### config.mk
export PLATFORM = sky130hd
export DESIGN_NAME = stopwatch_ctrl
export DESIGN_NICKNAME = d
export VERILOG_FILES = /design/src/rtl/stopwatch_ctrl.sv
export SDC_FILE = /design/constraint.sdc
export NUM_CORES = 1
export LEC_CHECK = 0
export CORE_MARGIN = 3
export CORE_UTILIZATION = 45
export CTS_BUF_LIST = sky130_fd_sc_hd__clkbuf_4
export DETAILED_ROUTE_END_ITERATION = 12
export PLACE_DENSITY = 0.61
export SYNTH_ARGS = -nofsm -noshare
export SYNTH_HDL_FRONTEND = slang
export SYNTH_SLANG_ARGS = --single-unit
### constraint.sdc
create_clock -name clk_6m -period 2.7 [get_ports clk_6m]
set_clock_uncertainty 0.2 [all_clocks]
set_input_delay 0.27 -clock clk_6m [delete_from_list [all_inputs] [get_ports clk_6m]]
set_output_delay 0.27 -clock clk_6m [all_outputs]
set_load 0.005 [all_outputs]
### src/rtl/stopwatch_ctrl.sv
// rtl/stopwatch_ctrl.sv - 1 Hz sec/min stopwatch controller with start/stop and lap/reset buttons
// Optional macro STOPWATCH_BTN_SYNC_EN: synchronize and edge-detect asynchronous level buttons.
module stopwatch_ctrl #(
   parameter int TICK_DIV = 6000000,
   parameter int SEC_MAX  = 59,
   parameter int MIN_MAX  = 99
) (
   input  logic       clk_6m,
   input  logic       xrst,
   input  logic       btn_ss,
   input  logic       btn_lr,
   output logic [5:0] disp_sec,
   output logic [6:0] disp_min,
   output logic       running,
   output logic       lap_active,
   output logic       tick
);

   localparam int PW = $clog2(TICK_DIV + 1);
   localparam logic [PW-1:0] PRE_ONE  = PW'(1);
   localparam logic [PW-1:0] PRE_LAST = PW'(TICK_DIV);
   localparam logic [5:0]    SEC_LAST = 6'(SEC_MAX);
   localparam logic [6:0]    MIN_LAST = 7'(MIN_MAX);

   typedef enum logic [1:0] {
      S_IDLE = 2'd0,
      S_RUN  = 2'd1,
      S_LAP  = 2'd2,
      S_STOP = 2'd3
   } state_t;

   state_t          state_q, state_d;
   logic [PW-1:0]   presc_q;
   logic [5:0]      sec_q, frz_sec_q;
   logic [6:0]      min_q, frz_min_q;
   logic            tick_q;
   logic            ss_evt, lr_evt;
   logic            do_latch, do_clear;
   logic            counting, wrap;

`ifdef STOPWATCH_BTN_SYNC_EN
   // Two synchronizer flops, then a third flop for rising-edge detection.
   logic [2:0] ss_sync, lr_sync;

   always_ff @(posedge clk_6m or negedge xrst) begin
      if (!xrst) begin
         ss_sync <= 3'b000;
         lr_sync <= 3'b000;
      end else begin
         ss_sync <= {ss_sync[1:0], btn_ss};
         lr_sync <= {lr_sync[1:0], btn_lr};
      end
   end

   assign ss_evt = ss_sync[1] & ~ss_sync[2];
   assign lr_evt = lr_sync[1] & ~lr_sync[2];
`else
   assign ss_evt = btn_ss;
   assign lr_evt = btn_lr;
`endif

   always_ff @(posedge clk_6m or negedge xrst) begin
      if (!xrst) state_q <= S_IDLE;
      else       state_q <= state_d;
   end

   always_comb begin
      state_d  = state_q;
      do_latch = 1'b0;
      do_clear = 1'b0;
      case (state_q)
         S_IDLE: if (ss_evt) state_d = S_RUN;
         S_RUN: begin
            if (ss_evt) state_d = S_STOP;
            else if (lr_evt) begin
               state_d  = S_LAP;
               do_latch = 1'b1;
            end
         end
         S_LAP: begin
            if (ss_evt)      state_d = S_STOP;
            else if (lr_evt) state_d = S_RUN;
         end
         S_STOP: begin
            if (ss_evt) state_d = S_RUN;
            else if (lr_evt) begin
               state_d  = S_IDLE;
               do_clear = 1'b1;
            end
         end
         default: state_d = S_IDLE;
      endcase
   end

   // Counting depends on the current state, so a tick coinciding with a stop still lands.
   assign counting = (state_q == S_RUN) || (state_q == S_LAP);
   assign wrap     = counting && (presc_q == PRE_LAST);

   always_ff @(posedge clk_6m or negedge xrst) begin
      if (!xrst) begin
         presc_q <= PRE_ONE;
         sec_q   <= 6'd0;
         min_q   <= 7'd0;
         tick_q  <= 1'b0;
      end else begin
         tick_q <= wrap;
         if (do_clear || state_q == S_IDLE) presc_q <= PRE_ONE;
         else if (counting)                 presc_q <= wrap ? PRE_ONE : presc_q + PRE_ONE;
         if (do_clear) begin
            sec_q <= 6'd0;
            min_q <= 7'd0;
         end else if (wrap) begin
            if (sec_q != SEC_LAST) begin
               sec_q <= sec_q + 6'd1;
            end else begin
               sec_q <= 6'd0;
               min_q <= (min_q == MIN_LAST) ? 7'd0 : min_q + 7'd1;
            end
         end
      end
   end

   always_ff @(posedge clk_6m or negedge xrst) begin
      if (!xrst) begin
         frz_sec_q <= 6'd0;
         frz_min_q <= 7'd0;
      end else if (do_latch) begin
         frz_sec_q <= sec_q;
         frz_min_q <= min_q;
      end
   end

   assign running    = counting;
   assign lap_active = (state_q == S_LAP);
   assign tick       = tick_q;
   assign disp_sec   = lap_active ? frz_sec_q : sec_q;
   assign disp_min   = lap_active ? frz_min_q : min_q;

endmodule

==> impl_metrics.ini <==
[status]
status = finished, final reports clean

[cts]
cts.htree.levels = 2
cts.sinks = 52
insertion_delay_ns = 0.37
path_clk_slew_ns = 0.16
cts_tree = done
cts_inserted_buffers = 5
clockBufferDepth = 2
cts_setup_buffers = 0
root_buffer = clkbuf_4

[synthesis]
ys_seq_area_frac = 0.452
syn_nets = 295
async_flop_share = 1.00
ys_ff_latch = 52
syn_avg_cell_area_um2 = 10.2
synth_cells = 282
yosysWarnings = 0
synth_edf_count = 0
synth_cell_type_count = 48
ys.flop_type = dfrtp_1
netlist_area_mm2 = 0.00288

[finish]
final_util = 0.544
syn_to_final_growth_pct = 14.6
layout.nets = 327
n_antenna_cell = 0
drive_gt1_frac = 0.197
final_common_cell = dfrtp_1
final_cell_mix = 51 x dfrtp_1, 27 x nor2_1, 26 x mux2_2

[critical_path]
crit_type = reg2out
crit_required_ns = 2.23
end_kind = output pin
crit_buf_inv = 3
worst-path-max-fanout = 16
crit_chain = inv_1, ha_1, buf_6, mux2_2, clkdlybuf4s50_1
slowest_delay_ns = 0.46
critPathLaunch = state_q[0]
regToRegSetupSlack_ns = 0.18
r2r_cells = 7
critPathArrivalTime_ns = 2.10
crit_family = buffers and inverters
timing.rr.start = state_q[0]
startpoint_type = register
path_depth = 5
slowest_stage = dfrtp_1

[detailed_routing]
firstDrtPassIters = 4
drtIter0Drc = 116
post_drt_wl_per_cell_um = 15.3
dr_total_vias = 2192
drc_errors = 0
drtAntennaViolNets = 0
via_per_inst = 5.62
totalWireLength_um = 5950

[timing]
maxSlewHeadroom = 0.531
drv_slew = 0
min_period_ns = 2.57
setup_viol = 0
rsz0062_at_grt = false
max_freq_mhz = 389
hold_viol = 0
min_period_over_period = 0.953
tightest_slew_ns = 0.702
finalSetupTns_ns = 0

[power_and_ir_drop]
finalPower_mw = 2.48
vdd_drop_max_v = 0.000451
leakage_nw = 1.46
power_density_mw_per_mm2 = 752

[die]
core_area_mm2 = 0.00606
die_area_mm2 = 0.00739
die_w_um = 86.0
pin_count = 20
rows = 28
start_util = 0.475
die_h_um = 86.0

[place]
place_hpwl_um = 4140
gp_congestion = 0.842
port_buffers = 19

[min_path]
hold_path_class = in2async

[grt]
grt_pass1_wl_um = 10800
antenna_found_initial = 0
grt_overflow = 0
track_usage = 0.180
grt_max_degree = 53
grt_pass1_vias = 2167

[run]
cap_violations = 0
## flip-flops by register name (all words and copies together), names as in the netlist
register   cells
frz_min_q      7
frz_sec_q      6
min_q          7
presc_q       23
sec_q          6
state_q        2
tick           1
## power breakdown
group	total (mW)	internal [mW]	switching (mW)
Combinational	1.01	0.510	0.499
Clock	0.364	0.114	0.250
Sequential	1.11	0.939	0.168
## tightest hold or removal path: stages
cell and delay, ns:
dlygate4sd3_1 0.52, buf_2 0.12, buf_12 0.27
## cell usage after synthesis, types with 3 or more instances
library cell	instances	share of area
clkbuf_1	4	0.0052
xor2_1	16	0.049
mux2i_1	3	0.010
nand3b_1	5	0.013
nor2b_1	3	0.0065
a21oi_1	10	0.017
nand4_1	10	0.022
nand3_1	19	0.033
o21ai_0	14	0.024
nor3_1	5	0.0087
nand2b_1	4	0.0087
or4_1	3	0.0078
a31o_2	3	0.0091
inv_1	5	0.0065
nand2_1	14	0.018
mux2_2	26	0.10
and3_1	6	0.013
and2_1	5	0.011
ha_1	9	0.039
nor2_1	27	0.035
nor4_1	4	0.0087
or3_1	5	0.011
dfrtp_1	51	0.44
## path summary, 6_finish.rpt
check                          endpoint
max                         disp_sec[3]
min                            min_q[1]
max reg2reg                 presc_q[19]
min reg2reg                frz_min_q[1]
max in group asynchronous    presc_q[0]
min in group clk_6m        frz_min_q[1]
## cell families (layout without fill, tap and decap cells)
kind of cell | Yosys count | after routing | share of synthesized area
xor+xnor | 17 | 17 | 0.0517
fa+ha+maj | 9 | 9 | 0.0391
simple gates | 124 | 125 | 0.243
compound gates | 38 | 38 | 0.0795
mux | 29 | 29 | 0.112
flops | 52 | 52 | 0.452
buf+inv | 13 | 45 | 0.0226
## cell type report
cell class | count | area (um^2)
clock buffer | 6 | 45.0
clock inverter | 2 | 16.3
fill | 555 | 2760
inverter | 5 | 18.8
multi-input combinational | 218 | 1520
sequential | 52 | 1300
tap | 75 | 93.8
timing repair buffer | 32 | 302
## routing by layer
| layer | vias to the layer above | wire length (um) | track usage |
|---|---|---|---|
| li1 | 1082 | - | - |
| met4 | 0 | 16 | 0.0432 |
| met5 | - | 0 | 0 |
| met1 | 1064 | 3080 | 0.264 |
| met3 | 2 | 159 | 0.0317 |
| met2 | 44 | 2700 | 0.277 |
## timing repair
action                                  4_1_cts  5_1_grt
gates resized for setup                       0        3
endpoints found under the setup margin        0       19
hold buffers                                  1        0
endpoints found under the hold margin        52        0
## through the flow
stage / hold slack, ns / instance area [um^2] / std cells / setup WS (ns)
6_report: 0.201 / 3300 / 390 / 0.127
5_1_grt: 0.191 / 3300 / 390 / 0.00308
3_5_place_dp: 0.0856 / 3210 / 380 / 0.151
4_1_cts: 0.192 / 3290 / 389 / 0.0643
3_3_place_gp: 0.0903 / 3210 / 380 / 0.178
2_1_floorplan: -0.226 / 2880 / 282 / 0.232
(Power assumes the default switching activity.)
==> RTL change 1: new RTL, same settings <==
Set the parameter `TICK_DIV` to 3000000 (it was 6000000).
--- a/src/rtl/stopwatch_ctrl.sv
+++ b/src/rtl/stopwatch_ctrl.sv
@@ -3,3 +3,3 @@
 module stopwatch_ctrl #(
-   parameter int TICK_DIV = 6000000,
+   parameter int TICK_DIV = 3000000,
    parameter int SEC_MAX  = 59,
Behaviour: no difference found for any inputs over 10 cycles, from zero or initial values and one cycle with xrst low; that may be too few to reach the edited logic, so the function may still have changed.
==> RTL change 1 against the original RTL <==
- non-clock buffer count shrank 2
- worst hold slack is essentially flat
- wire length shrank 9.2%
- worst setup slack gained 0.027 ns
- critical path type unchanged
- final area shrank 3.5%
- sequential cell count shrank 1
- power shrank 1.7%
- final cell count shrank 4.9%
- clock power grew 23%
- area after synthesis shrank 4.5%
==> RTL change 1: results (changes against the original RTL) <==
[power]
p_leak_uw = 0.00141  ; was 0.00146 µW
ir_worst_vdd_uv = 455  ; was 451 µV

[clock_tree]
cts_buffers = 5  ; unchanged
clk_latency_ns = 0.36
cts_setup_buffers = 0  ; unchanged
ctsHtreeMaxLevel = 2  ; unchanged
clkTransAtPathRegs_ns = 0.14  ; was 0.16 ns
cts_root_buf = clkbuf_4  ; unchanged
cts_buffer_depth = 2  ; unchanged

[synthesis]
muxShareOfSynthArea = 0.114  ; was 0.112
synthDistinctLibCells = 47  ; was 48
async_flop_share = 1.00  ; unchanged
yosysWarnings = 0  ; unchanged
yosys.area_share.xor_xnor = 0.0510  ; was 0.0517
syn_nets = 284  ; was 295
yosysSeqAreaShare = 0.465  ; was 0.452
synth.area.top_cells = dfrtp_1, mux2_2, ha_1  ; was dfrtp_1, mux2_2, xor2_1
synth_top_flop_cell = dfrtp_1  ; unchanged
synth_common_cells = dfrtp_1, mux2_2, nor2_1  ; was dfrtp_1, nor2_1, mux2_2
synth_compound_gate_area_share = 0.0901  ; was 0.0795
synthAdderAreaFrac = 0.0364  ; was 0.0391

[critical_path]
cp_slowest_stage_delay_ns = 0.46  ; about the same
startpoint_type = flop  ; unchanged
path_delay_family = buffers and inverters  ; unchanged
reg2regPathDepth = 8  ; was 7
endpoint = disp_sec[5]  ; was disp_sec[3]
cp_max_fo = 16  ; unchanged
cpMaxStageDelayCell = dfrtp_1  ; unchanged
r2r_start = state_q[0]$_DFFE_PN0P_  ; unchanged
r2r_slack_ns = 0.24  ; was 0.18 ns
crit_arrival_ns = 2.08  ; was 2.10 ns
r2r_end = sec_q[2]$_DFFE_PN0P_  ; was presc_q[19]$_DFFE_PN0P_

[detailed_routing]
viasPerCell = 5.54  ; was 5.62
finalWirelength_um = 5400  ; was 5950 µm
dr.pass1.iters = 4  ; unchanged
drt_iter0_drc = 78  ; was 116

[final_layout]
top_regs = presc_q: 22 flops, frz_min_q: 7 flops, min_q: 7 flops  ; was presc_q: 23 flops, frz_min_q: 7 flops, min_q: 7 flops
largest_register_ffs = 22  ; was 23
n_fill_cell = 512  ; was 555
layout.nets = 310  ; was 327
drive_gt1_frac = 0.184  ; was 0.197
n_antenna_cell = 0  ; unchanged

[hold_path]
min_path_type = primary input to async pin  ; unchanged

[grt]
grt_pass1_vias = 2062  ; was 2167
grt_pass1_wl_um = 9750  ; was 10800 µm
track_usage = 0.167  ; was 0.180
antenna_found_initial = 0  ; unchanged
grt_max_degree = 52  ; was 53

[sta]
finalWorstSetupSlack_ns = 0.154  ; was 0.127 ns
slew_headroom = 0.573  ; was 0.531
setup_viol = 0  ; unchanged

[placed_design]
dpl.hpwl_um = 3830  ; was 4140 µm
gp_congestion = 0.763  ; was 0.842
dpl_cell_area_mm2 = 0.00307  ; was 0.00321 mm²
io_buffers = 19  ; unchanged
pre_cts_ws_ns = 0.177  ; was 0.151 ns

[outcome]
status = complete, no violations  ; unchanged

## RTL change 1: cells by family after synthesis
| family | count (synthesis) |
|---|---|
| DFF | 51 |
| buffers and inverters | 21 |
| muxes | 28 |
| AOI/OAI and AO/OA | 40 |
| xor gates and xnor gates | 16 |
| and+or+nand+nor | 108 |
| adders and majority gates | 8 |
## RTL change 1: layer usage
metal	vias to the layer above	GRT usage	routed length (µm)
met4	0	0.0482	50
li1	1028	-	-
met5	-	0	0
met3	4	0.0304	108
met1	1008	0.234	2750
met2	17	0.268	2490
## RTL change 1: stage by stage
stage          std cells  utilization
2_1_floorplan        272            -
5_1_grt              371        0.558
4_1_cts              371        0.556
3_3_place_gp         362        0.538
3_5_place_dp         362        0.538
6_report             371        0.558
## RTL change 1: timing repair
action	in CTS	in global routing
endpoints found under the hold margin	51	0
resized for setup	2	2
endpoints found under the setup margin	14	1
pin swaps	0	0
hold buffers	1	0
## RTL change 1: final cells by class
class / count / area [µm²] / share of cell area
inverter: 10 / 37.5 / 0.0118
multi-input combinational: 200 / 1420 / 0.444
clock buffer: 7 / 52.6 / 0.0165
sequential: 51 / 1280 / 0.401
timing repair buffer: 30 / 283 / 0.0888
clock inverter: 1 / 30.0 / 0.00943
tap: 72 / 90.1 / 0.0283
## RTL change 1: tightest hold or removal path, cell delays in order
cell,delay (ns)
dlygate4sd3_1,0.52
buf_2,0.12
buf_12,0.25
## RTL change 1: worst min path at each step
stage               startpoint                        to  slack, ns
floorplan                 xrst  frz_min_q[0]$_DFFE_PN0P_      -0.23
global placement          xrst  frz_min_q[2]$_DFFE_PN0P_       0.08
detailed placement        xrst  frz_min_q[3]$_DFFE_PN0P_       0.08
CTS                       xrst    state_q[1]$_DFFE_PN0P_       0.21
global route              xrst      min_q[5]$_DFFE_PN0P_       0.22
finish                    xrst  frz_min_q[3]$_DFFE_PN0P_       0.20
## RTL change 1: report_power, final
group | internal, µW | switching, µW | leakage (µW)
combinational | 498 | 431 | 0.000688
clock | 217 | 231 | 0.0000463
sequential | 927 | 133 | 0.000673
total | 1640 | 795 | 0.00141
==> RTL change 2: new RTL, same settings <==
Without the edit above. Re-encode `state_t` (4 states) as one-hot, 4 bits wide.
--- a/src/rtl/stopwatch_ctrl.sv
+++ b/src/rtl/stopwatch_ctrl.sv
@@ -24,7 +24,7 @@
 
-   typedef enum logic [1:0] {
-      S_IDLE = 2'd0,
-      S_RUN  = 2'd1,
-      S_LAP  = 2'd2,
-      S_STOP = 2'd3
+   typedef enum logic [3:0] {
+      S_IDLE = 4'b0001,
+      S_RUN  = 4'b0010,
+      S_LAP  = 4'b0100,
+      S_STOP = 4'b1000
    } state_t;
Check against the original RTL: same outputs for any inputs over 10 cycles, from zero or initial values and one cycle with xrst low; not proved beyond that.
==> RTL change 2 against the original RTL <==
- area after synthesis up 6.2%
- final area is 3.6% higher
- register-to-register slack gained 0.13 ns
- non-clock buffer count is 2 higher
- synthesized cell count rose by 11%
- first-iteration DRC count shrank 10%
- power decreased by 6.8%
- wire length increased by 7.6%
- sequential cell count rose by 2
- worst setup slack better by 0.030 ns
- final cell count up 6.4%
- critical endpoint is now disp_sec[0]
- largest power group unchanged
==> RTL change 2: results (changes against the original RTL) <==
[placed_design]
dp_cells = 406  ; was 380
dpl.hpwl_um = 4590  ; was 4140 µm
gp_congestion = 0.767  ; was 0.842

[power]
p_leak_uw = 0.00139  ; was 0.00146 µW
internal-power_uw = 1480  ; was 1560 µW
ir_worst_vdd_uv = 384  ; was 451 µV
p_per_area_mw_per_mm2 = 676  ; was 752 mW/mm²

[grt]
grt_pass1_vias = 2328  ; was 2167
grt_pass1_wl_um = 11200  ; was 10800 µm
grt_max_degree = 55  ; was 53

[critical_path]
r2r_slack_ns = 0.31  ; was 0.18 ns
crit_arrival_ns = 2.07  ; was 2.10 ns
r2r_start = presc_q[1]$_DFFE_PN0P_  ; was state_q[0]$_DFFE_PN0P_
r2r_end = sec_q[5]$_DFFE_PN0P_  ; was presc_q[19]$_DFFE_PN0P_

[synthesis]
synthDistinctLibCells = 56  ; was 48
syn_nets = 320  ; was 295
syn_avg_cell_area_um2 = 9.80  ; was 10.2 µm²
synth_common_cells = dfrtp_1, mux2_2, nor2_1  ; was dfrtp_1, nor2_1, mux2_2
yosysSeqAreaShare = 0.443  ; was 0.452

[final_layout]
multi_input_gates = 232  ; was 218
n_fill_cell = 641  ; was 555
multiInputGateArea_mm2 = 0.00158  ; was 0.00152 mm²
layout.nets = 345  ; was 327
seq-cell-share = 0.396  ; was 0.395
clock_buffers = 5  ; was 6
syn_to_final_growth_pct = 11.8  ; was 14.6%
nNonClkBuffers = 34  ; was 32
design.seq.count = 54  ; was 52
drive_gt1_frac = 0.172  ; was 0.197
clk_share = 0.0157  ; was 0.0186
regArea_mm2 = 0.00135  ; was 0.00130 mm²

[detailed_routing]
drt_iter0_drc = 104  ; was 116
dr_total_vias = 2395  ; was 2192
finalWirelength_um = 6410  ; was 5950 µm

[sta]
slew_headroom = 0.539  ; was 0.531

[outcome]
status = complete, no violations  ; unchanged

==> RTL change 2: cell types whose count changed after synthesis, sizes merged, moves of 7 or more <==
| cell | before | now |
|---|---|---|
| nand3 | 20 | 13 |
| xnor2 | 1 | 9 |
| nand2 | 15 | 22 |
| xor2 | 16 | 2 |
| a21oi | 10 | 22 |
| or3 | 5 | 13 |
==> RTL change 2: worst max-delay path by stage <==
stage | start | slack [ns] | end
6_report | state_q[1]$_DFFE_PN0P_ | 0.16 | disp_sec[0]
3_5_place_dp | btn_ss | 0.19 | presc_q[13]$_DFFE_PN0P_
3_3_place_gp | btn_ss | 0.24 | presc_q[3]$_DFFE_PN0P_
5_1_grt | state_q[3]$_DFFE_PN0P_ | 0.02 | disp_sec[0]
4_1_cts | state_q[1]$_DFFE_PN0P_ | 0.002 | disp_sec[0]
2_1_floorplan | state_q[3]$_DFFE_PN0P_ | 0.47 | disp_min[0]
==> RTL change 2: power by group through the flow <==
stage | Sequential, µW | Clock, µW | Combinational [µW]
global route | 1160 | 407 | 927
global placement | 1140 | 0 | 805
detailed placement | 1150 | 0 | 827
CTS | 1130 | 375 | 834
finish | 1130 | 360 | 823
floorplan | 1110 | 0 | 531
==> RTL change 2: critical path, cell delays in order, from the launching register on <==
cell	delay, ns
dfrtp_1	0.41
nor2_1	0.17
and2_4	0.31
mux2_2	0.36
clkdlybuf4s50_1	0.45
==> RTL change 2: per-layer routing <==
layer	up-vias	GRT usage	wire length [µm]
met3	4	0.0317	153
met2	23	0.286	3020
li1	1188	-	-
met5	-	0	0
met4	0	0.0604	63
met1	1180	0.253	3180
==> RTL change 2: kinds of logic (layout without fill, tap and decap cells) <==
| group | Yosys count | after routing | share of synthesized area |
|---|---|---|---|
| buffers and inverters | 26 | 52 | 0.0422 |
| and+or+nand+nor | 124 | 124 | 0.238 |
| xor gates and xnor gates | 11 | 11 | 0.0315 |
| muxes | 24 | 24 | 0.0880 |
| DFF | 54 | 54 | 0.443 |
| adders and majority gates | 4 | 4 | 0.0164 |
| AOI/OAI and AO/OA | 69 | 69 | 0.141 |
==> RTL change 2: repair_timing <==
item / CTS / global route
buffers inserted: 0 / 0
endpoints found under the hold margin: 52 / 0
resized for setup: 1 / 1
pin swaps: 0 / 0
hold buffers: 1 / 0
endpoints found under the setup margin: 13 / 11
==> RTL change 2: through the flow <==
| stage | setup WS, ns | utilization | hold WS (ns) |
|---|---|---|---|
| after floorplan | 0.469 | - | -0.226 |
| after global placement | 0.240 | 0.519 | 0.246 |
| after detailed placement | 0.187 | 0.519 | 0.244 |
| after CTS | 0.00201 | 0.529 | 0.317 |
| after global routing | 0.0208 | 0.529 | 0.334 |
| final | 0.157 | 0.529 | 0.311 |
